===== src/rtl/key_search_controller.sv =====
// Key search initiator: requests keys from the generator one at a time, launches decrypt, stops on first valid key or after the last key.
// Optional dec_done watchdog enabled by defining KEY_SEARCH_TIMEOUT_EN.
module key_search_controller #(
   parameter int KEY_W          = 24,
   parameter int CNT_W          = 25,
   parameter int TIMEOUT_CYCLES = 4096
) (
   input  logic             clk,
   input  logic             reset,
   input  logic             go,
   output logic             kg_start,
   input  logic             kg_finished,
   input  logic             kg_terminated,
   input  logic [KEY_W-1:0] kg_key,
   output logic [KEY_W-1:0] dec_key,
   output logic             dec_start,
   input  logic             dec_done,
   input  logic             dec_valid,
   output logic             busy,
   output logic             found,
   output logic             exhausted,
   output logic [CNT_W-1:0] keys_tried,
   output logic             timeout_err
);

   typedef enum logic [2:0] {
      S_IDLE, S_REQ, S_WAIT_KG, S_LAUNCH, S_WAIT_DEC, S_FOUND, S_EXHAUSTED
   } state_t;

   state_t state, state_nxt;
   logic   go_q, go_rise, restart, kg_hit, last, wd_fire, dec_end, dec_ok;

   assign go_rise = go & ~go_q;
   assign restart = go_rise & ((state == S_IDLE) | (state == S_FOUND) | (state == S_EXHAUSTED));
   assign kg_hit  = (state == S_WAIT_KG) & (kg_finished | kg_terminated);
   assign dec_ok  = (state == S_WAIT_DEC) & dec_done & dec_valid;
   // A watchdog expiry is handled exactly like a rejected key.
   assign dec_end = (state == S_WAIT_DEC) & (dec_done | wd_fire);

`ifdef KEY_SEARCH_TIMEOUT_EN
   localparam int WD_W = $clog2(TIMEOUT_CYCLES + 1);
   logic [WD_W-1:0] wd_cnt;
   logic            timeout_q;

   // The flag is raised on the cycle the limit is reached; the FSM moves on one cycle later.
   always_ff @(posedge clk) begin
      if (reset) begin
         wd_cnt    <= '0;
         timeout_q <= 1'b0;
      end else begin
         if (state != S_WAIT_DEC)
            wd_cnt <= '0;
         else if (wd_cnt != WD_W'(TIMEOUT_CYCLES))
            wd_cnt <= wd_cnt + 1'b1;
         if (restart)
            timeout_q <= 1'b0;
         else if ((state == S_WAIT_DEC) && !dec_done && (wd_cnt == WD_W'(TIMEOUT_CYCLES - 1)))
            timeout_q <= 1'b1;
      end
   end

   assign wd_fire     = (state == S_WAIT_DEC) & (wd_cnt == WD_W'(TIMEOUT_CYCLES));
   assign timeout_err = timeout_q;
`else
   logic unused_cfg;
   assign unused_cfg  = (TIMEOUT_CYCLES != 0);
   assign wd_fire     = 1'b0;
   assign timeout_err = 1'b0;
`endif

   always_ff @(posedge clk) begin
      if (reset) state <= S_IDLE;
      else       state <= state_nxt;
   end

   always_comb begin
      state_nxt = state;
      kg_start  = 1'b0;
      dec_start = 1'b0;
      busy      = 1'b1;
      case (state)
         S_IDLE: begin
            busy = 1'b0;
            if (go_rise) state_nxt = S_REQ;
         end
         S_REQ: begin
            kg_start  = 1'b1;
            state_nxt = S_WAIT_KG;
         end
         S_WAIT_KG: begin
            if (kg_finished | kg_terminated) state_nxt = S_LAUNCH;
         end
         S_LAUNCH: begin
            dec_start = 1'b1;
            state_nxt = S_WAIT_DEC;
         end
         S_WAIT_DEC: begin
            if (dec_ok)       state_nxt = S_FOUND;
            else if (dec_end) state_nxt = last ? S_EXHAUSTED : S_REQ;
         end
         S_FOUND, S_EXHAUSTED: begin
            busy = 1'b0;
            if (go_rise) state_nxt = S_REQ;
         end
         default: state_nxt = S_IDLE;
      endcase
   end

   always_ff @(posedge clk) begin
      if (reset) begin
         go_q       <= 1'b0;
         dec_key    <= '0;
         last       <= 1'b0;
         found      <= 1'b0;
         exhausted  <= 1'b0;
         keys_tried <= '0;
      end else begin
         go_q <= go;
         if (restart) begin
            found      <= 1'b0;
            exhausted  <= 1'b0;
            keys_tried <= '0;
         end
         // Terminated wins when both generator pulses coincide.
         if (kg_hit) begin
            dec_key <= kg_key;
            last    <= kg_terminated;
         end
         if (dec_end) begin
            if (keys_tried != '1) keys_tried <= keys_tried + 1'b1;
            if (dec_ok)           found      <= 1'b1;
            else if (last)        exhausted  <= 1'b1;
         end
      end
   end

endmodule


===== config.mk =====
export PLATFORM = sky130hd
export DESIGN_NAME = key_search_controller
export DESIGN_NICKNAME = d
export VERILOG_FILES = /design/src/rtl/key_search_controller.sv
export SDC_FILE = /design/constraint.sdc
export NUM_CORES = 1
export LEC_CHECK = 0
export CORE_MARGIN = 4
export CORE_UTILIZATION = 46
export CTS_CLUSTER_DIAMETER = 120
export DETAILED_ROUTE_END_ITERATION = 16
export PLACE_DENSITY = 0.8
export SLEW_MARGIN = 25
export SYNTH_ARGS = -nofsm -noshare
export SYNTH_HDL_FRONTEND = slang
export SYNTH_SLANG_ARGS = --single-unit

===== constraint.sdc =====
create_clock -name clk -period 2.45 [get_ports clk]
set_clock_uncertainty 0.1 [all_clocks]
set_input_delay 0.735 -clock clk [delete_from_list [all_inputs] [get_ports clk]]
set_output_delay 0.735 -clock clk [all_outputs]
set_load 0.005 [all_outputs]

==> metrics.cfg, run 1 <==
[run_status]
status=completed

[timing]
hold_violations=0
setup-tns-final_ns=0
slew_violations=0
setup_viol=0
hold-worst-slack_ns=0.361
rsz0062_at_grt=false
period_minus_slack_ns=2.36
timing.final.crit_share_pct=96.3
fmax_ghz=0.424

[power]
power.leakage_nw=1.39
power.density_nw_per_um2=635
ir_worst_vdd_uv=432

[yosys]
netlist.top_cell.by_area=dfxtp_1
synthTopCellsByArea=dfxtp_1 43%, nand2_1 10%, a21oi_1 6.7%
synth_seq_cells=56
netlist_area_um2=2600
synth_nets=358
async_flop_share_pct=0
ys_types=51
synth-edff-count=0
synth.avg_cell_area_um2=7.98
synthCells=326
synth_top_area_share_pct=43.1
yosys_warnings=0
seq_area_frac_synth_pct=43.1
ys.flop_type=dfxtp_1

[layout]
fin_util_pct=68.3
n_antenna_cell=0
most-common-layout-cells=83 x clkdlybuf4s50_1, 69 x nand2_1, 52 x dfxtp_1
nNetsFinal=454
final_area_um2=3760
layout_commonest_cell=clkdlybuf4s50_1
drive_gt1_share_pct=10.6
area_growth_pct=44.7

[routing]
routedWlPerCell_um=15.1
drc_errors=0
num_vias=2784
viasPerCell=5.62
drt_iter0_drc=171
drt-total-wl_um=7480
dr.pass1.iters=5
ant_nets=0

[min_path]
hold_depth=2
hold_path.class=flop to flop
worstHoldStart=dec_key[17]
hold_end=dec_key[17]

[global_route]
grt_max_degree=31
grt_overflow=0
grt_usage_pct=21.3
grt_pass1_vias=2631
antenna_found_initial=0
grt_pass1_wl_um=12400

[critical_path]
path_cells=inv_1 > and3_4 > clkdlybuf4s50_1
crit_family=buffers and inverters
regToRegEndpoint=keys_tried[3]
critPathLaunchType=flop
worst_ep_arrival_time_ns=1.53
path_class=flop to primary output
critPathRequiredTime_ns=1.62
path_max_fanout=11
crit_path_max_incr_delay_ns=0.50
r2r_start=keys_tried[8]
r2r_cells=6
r2r_setup_slack_ns=0.11
worstSetupEndpointType=primary output
slowest_stage=clkdlybuf4s50_1
path_buf_inv=2

[floorplanning]
die_w_um=83.2
core_um2=5510
pin_count=86
rows=27
die_y_um=83.2
die-area_um2=6920
start_util_pct=47.2

[placed_design]
dp_hpwl_um=5500
place_congestion=0.916
portBuffers=84
placed_area_um2=3610

[clock_tree]
cts.sinks=56
cts_root_buffer=clkbuf_8
clk_pin_slew_ns=0.10
h-tree-depth=2
cts_buffer_depth=2
cts_made_buffers=5
cts_tree=done
insertion_delay_ns=0.30

[run]
drv_cap=0

==> metal layers <==
metal | wire [um] | vias up | track usage (%) | share of wire [%]
met5 | 0 | - | 0 | 0
met4 | 85 | 0 | 5.65 | 1.1
met3 | 655 | 10 | 7.24 | 8.8
met2 | 3650 | 106 | 35.7 | 49
met1 | 3090 | 1307 | 26.0 | 41
li1 | - | 1361 | - | -
==> state kept, by name, indices dropped and copies added (netlist names) <==
signal	cells
keys_tried	25
found	1
go_q	1
last	1
dec_key	24
exhausted	1
state	3
==> final cells by class <==
cell class                 count  area (um2)
clock buffer                   6        72.6
clock inverter                 2        35.0
tap                           72        90.1
sequential                    56        1130
fill                         453        1740
inverter                       5        18.8
multi-input combinational    246        1400
timing repair buffer         108        1020
==> Yosys cell counts (all sizes together) (2+ instances only) <==
library cell	instances
a211o	6
a211oi	2
a21o	2
a21oi	35
a22o	3
a22oi	5
a31oi	4
and2	2
and3	10
and4	3
buf	7
clkbuf	12
dfxtp	56
inv	5
mux2i	2
nand2	69
nand2b	6
nand3	11
nand4	6
nor2	10
nor2b	3
nor3	12
nor3b	2
nor4	6
o211ai	2
o21a	2
o21ai	16
or2	2
or3	6
or4	2
xor2	4
==> power breakdown <==
part / switching (W) / internal [W] / leakage (nW)
Combinational: 0.000357 / 0.000369 / 0.880
Sequential: 0.0000649 / 0.00100 / 0.455
Clock: 0.000295 / 0.000304 / 0.0552
==> worst max path at each step <==
stage / from / depth (start not counted) / to / slack (ns)
after global routing: state[2] / 3 / dec_start / 0.001
final: state[2] / 3 / dec_start / 0.09
after CTS: state[1] / 3 / kg_start / 0.009
after floorplan: go / 7 / keys_tried[17] / 0.16
after detailed placement: go / 6 / keys_tried[9] / -0.28
after global placement: go / 6 / keys_tried[9] / -0.22
==> worst reg2reg max path: stages, from the launching register on <==
cell and delay, ns:
dfxtp_1 0.47, nand3_2 0.14, or4_1 0.72, o21ai_1 0.27, buf_4 0.22, nor3_2 0.06, a211o_1 0.26
==> repair_timing <==
item	in CTS	in global routing
buffers inserted	0	2
hold buffers	0	0
cloned	0	0
setup endpoints to repair	1	15
gates resized for setup	1	10
endpoints found under the hold margin	0	0
pin swaps	0	0
==> through the flow <==
stage,setup WS (ns),power (W),instances
floorplan,0.165,0.00144,326
global placement,-0.224,0.00178,485
detailed placement,-0.278,0.00179,485
CTS,0.00865,0.00239,493
global route,0.000967,0.00254,495
finish,0.0900,0.00239,495
==> cell families (layout without fill, tap and decap cells) <==
logic type	Yosys count	in the layout	share of synthesized area [%]
XOR/XNOR	4	4	1.35
multiplexers	2	2	0.770
AO/OA/AOI/OAI	84	84	20.4
other	1	1	0.144
flip-flops	56	56	43.1
adder cells (fa/ha/maj)	1	1	0.481
buffers and inverters	24	121	4.23
AND/OR/NAND/NOR	154	154	29.5
Note: power is estimated with default switching activity, not from simulation.
==> run 2: changes to the inputs <==
--- a/config.mk
+++ b/config.mk
@@ -9,8 +9,9 @@
 export CORE_UTILIZATION = 46
 export CTS_CLUSTER_DIAMETER = 120
 export DETAILED_ROUTE_END_ITERATION = 16
+export GPL_ROUTABILITY_DRIVEN = 0
 export PLACE_DENSITY = 0.8
-export SLEW_MARGIN = 25
+export SLEW_MARGIN = 10
 export SYNTH_ARGS = -nofsm -noshare
 export SYNTH_HDL_FRONTEND = slang
 export SYNTH_SLANG_ARGS = --single-unit
==> results of run 2 <==
Same layout as run 1: the final DEF is identical, and so are final timing and power.
==> run 3: changes to the inputs <==
==> constraint.sdc (replaced) <==
create_clock -name clk -period 2.2 [get_ports clk]
set_clock_uncertainty 0.1 [all_clocks]
set_input_delay 0.66 -clock clk [delete_from_list [all_inputs] [get_ports clk]]
set_output_delay 0.66 -clock clk [all_outputs]
set_load 0.005 [all_outputs]
==> run 3 against run 2 <==
Compared with the run above:
- die area stayed put
- total power up 10%
- global-route usage grew 0.52 points
- combinational power increased by 16%
- clock power about the same
- sequential power up 11%
- routed wire length up 4.9%
- utilization rose by 4.0 points
- highest routed layer unchanged
- non-clock buffer count rose by 24
- sequential share of layout area shrank 1.5 points
- critical path depth increased by 5
- sequential cell count unchanged
==> metrics.cfg, run 3 (synthesis results as in run 1) <==
[timing]
period_minus_slack_ns=2.17
maxSlewHeadroom_pct=67.1
fmax_ghz=0.460
slew_violations=0  ; unchanged
tightestPinTransition_ns=0.489
timing.final.crit_share_pct=98.8
setup_ws_ns=0.0258  ; -0.0642 ns
setup_viol=0  ; unchanged
hold_violations=0  ; unchanged

[layout]
final_cells=520  ; +5.1%
reg.largest.list=keys_tried: 25 flops, dec_key: 24 flops, state: 3 flops
multi_input_area_um2=1440  ; +3.0%
most-common-layout-cells=81 x clkdlybuf4s50_1, 69 x nand2_1, 50 x dfxtp_1
drive_gt1_share_pct=17.2  ; +6.5 points
n_antenna_cell=0  ; unchanged
n_fill_cell=421  ; -7.1%
largest_reg_flops=25  ; unchanged
layout_commonest_cell=clkdlybuf4s50_1
fin_util_pct=72.3  ; +4.0 points
regArea_um2=1130  ; +0.44%
nNetsFinal=479  ; +5.5%
largest-register=keys_tried
area_growth_pct=53.1

[routing]
drt_iter0_drc=252  ; +47%
viasPerCell=5.53  ; -1.7%
dr.pass1.iters=4  ; -1
ant_nets=0  ; unchanged
num_vias=2874  ; +3.2%
routedWlPerCell_um=15.1  ; -0.11%
drc_errors=0  ; unchanged
drt-total-wl_um=7850  ; +4.9%

[floorplanning]
rows=27  ; unchanged
core_um2=5510  ; unchanged
die_y_um=83.2  ; unchanged
pin_count=86  ; unchanged
start_util_pct=47.2  ; unchanged
die-area_um2=6920  ; unchanged
die_w_um=83.2  ; unchanged

[critical_path]
slowest_stage=clkdlybuf4s50_1
path_cells=clkdlybuf4s50_1 > nor4bb_1 > buf_4 > nor2b_2 > buf_4 > o21a_2 > and3_1 > a211o_1
worstSetupEndpointType=flop
r2r_start=keys_tried[2]
critPathLaunchType=input port
path_buf_inv=3  ; +1
cp-endpoint=keys_tried[5]
r2r_cells=6  ; unchanged
path_class=input port to flop
cp_num_cells=8  ; +5
cpMostUsedCell=buf_4
r2r_setup_slack_ns=0.08  ; -0.03 ns
critPathRequiredTime_ns=2.37  ; +0.75 ns
crit_family=buffers and inverters
regToRegEndpoint=keys_tried[11]
worst_ep_arrival_time_ns=2.35  ; +0.82 ns
crit_path_max_incr_delay_ns=0.47  ; -0.03 ns
path_max_fanout=7  ; -4
crit_path_start=dec_done

[placed_design]
portBuffers=84  ; unchanged
dp.cells=507  ; +4.5%
pre_cts_ws_ns=-0.392  ; -0.114 ns
dp_hpwl_um=5580  ; +1.3%

[global_route]
grt_usage_pct=21.8  ; +0.52 points
grt_overflow=0  ; unchanged
antenna_found_initial=0  ; unchanged
grt_pass1_vias=2756  ; +4.8%
grt_pass1_wl_um=12700  ; +3.0%
grt_max_degree=35  ; +13%

[clock_tree]
insertion_delay_ns=0.32  ; +0.02 ns
cts_root_buffer=clkbuf_8
cts_buffer_depth=2  ; unchanged
cts_hold_buf=0  ; unchanged
h-tree-depth=2  ; unchanged
clk_pin_slew_ns=0.11  ; about the same
cts_tree=done
cts.sinks=56  ; unchanged
cts_made_buffers=5  ; unchanged

[run]
drv_cap=0  ; unchanged

[run_status]
status=completed

[power]
power.density_nw_per_um2=661  ; +4.1%
ir_worst_vdd_uv=640  ; +48%
power.leakage_nw=1.52  ; +9.3%

[min_path]
hold_path.class=flop to flop

## run 3: cell types whose count changed in the layout (fill, tap and decap cells not counted), moves of 2 or more
cell / change
inv_6: +2
clkdlybuf4s50_1: -2
dfxtp_1: -2
buf_4: +23
dlygate4sd2_1: +3
## run 3: worst min path at each step
stage | start | endpoint | slack [ns] | cells past startpoint
after floorplan | dec_key[0] | dec_key[0] | 0.35 | 2
after global placement | dec_key[5] | dec_key[5] | 0.34 | 2
after detailed placement | dec_key[8] | dec_key[8] | 0.35 | 2
after CTS | dec_key[8] | dec_key[8] | 0.36 | 2
after global routing | dec_key[3] | dec_key[3] | 0.38 | 2
final | dec_key[6] | dec_key[6] | 0.36 | 2
## run 3: repair_timing
| item | 4_1_cts | 5_1_grt |
|---|---|---|
| resized for setup | 12 | 8 |
| pin swaps | 1 | 1 |
| buffers inserted | 1 | 3 |
| endpoints found under the setup margin | 13 | 12 |
| gates cloned | 0 | 1 |
## run 3: cell type report
type                       instances  area share, %
inverter                           5          0.471
sequential                        56           28.4
tap                               72           2.26
clock inverter                     3          0.628
clock buffer                       5           1.73
multi-input combinational        247           36.1
timing repair buffer             132           30.4
## run 3: where the power goes
group	total [W]	internal, W	switching, W
clock	0.000598	0.000233	0.000365
sequential	0.00119	0.00111	0.0000777
combinational	0.000842	0.000445	0.000397
total	0.00263	0.00179	0.000840
## run 3: worst register-to-register path: stages (launching register included)
cell and delay (ns):
dfxtp_1 0.38, buf_4 0.15, nand3_1 0.12, or4_1 0.61, or3_1 0.38, a21oi_1 0.20
a21o_1 0.12
## run 3: routing by layer
layer | part of all wire, % | GRT usage (%) | wire length, um | vias to the layer above
met3 | 8.0 | 6.94 | 630 | 9
li1 | - | - | - | 1414
met1 | 43 | 26.7 | 3380 | 1347
met5 | 0 | 0 | 0 | -
met2 | 47 | 36.8 | 3720 | 104
met4 | 1.4 | 5.94 | 108 | 0
## run 3: metrics by stage
step	cell area (um2)	hold slack [ns]	TNS, ns	power (W)
6_report	3980	0.359	0	0.00263
5_1_grt	3980	0.383	-0.0853	0.00278
4_1_cts	3920	0.362	0	0.00263
3_5_place_dp	3800	0.347	-6.61	0.00204
3_3_place_gp	3800	0.341	-6.39	0.00203
2_1_floorplan	2620	0.353	-0.00546	0.00161
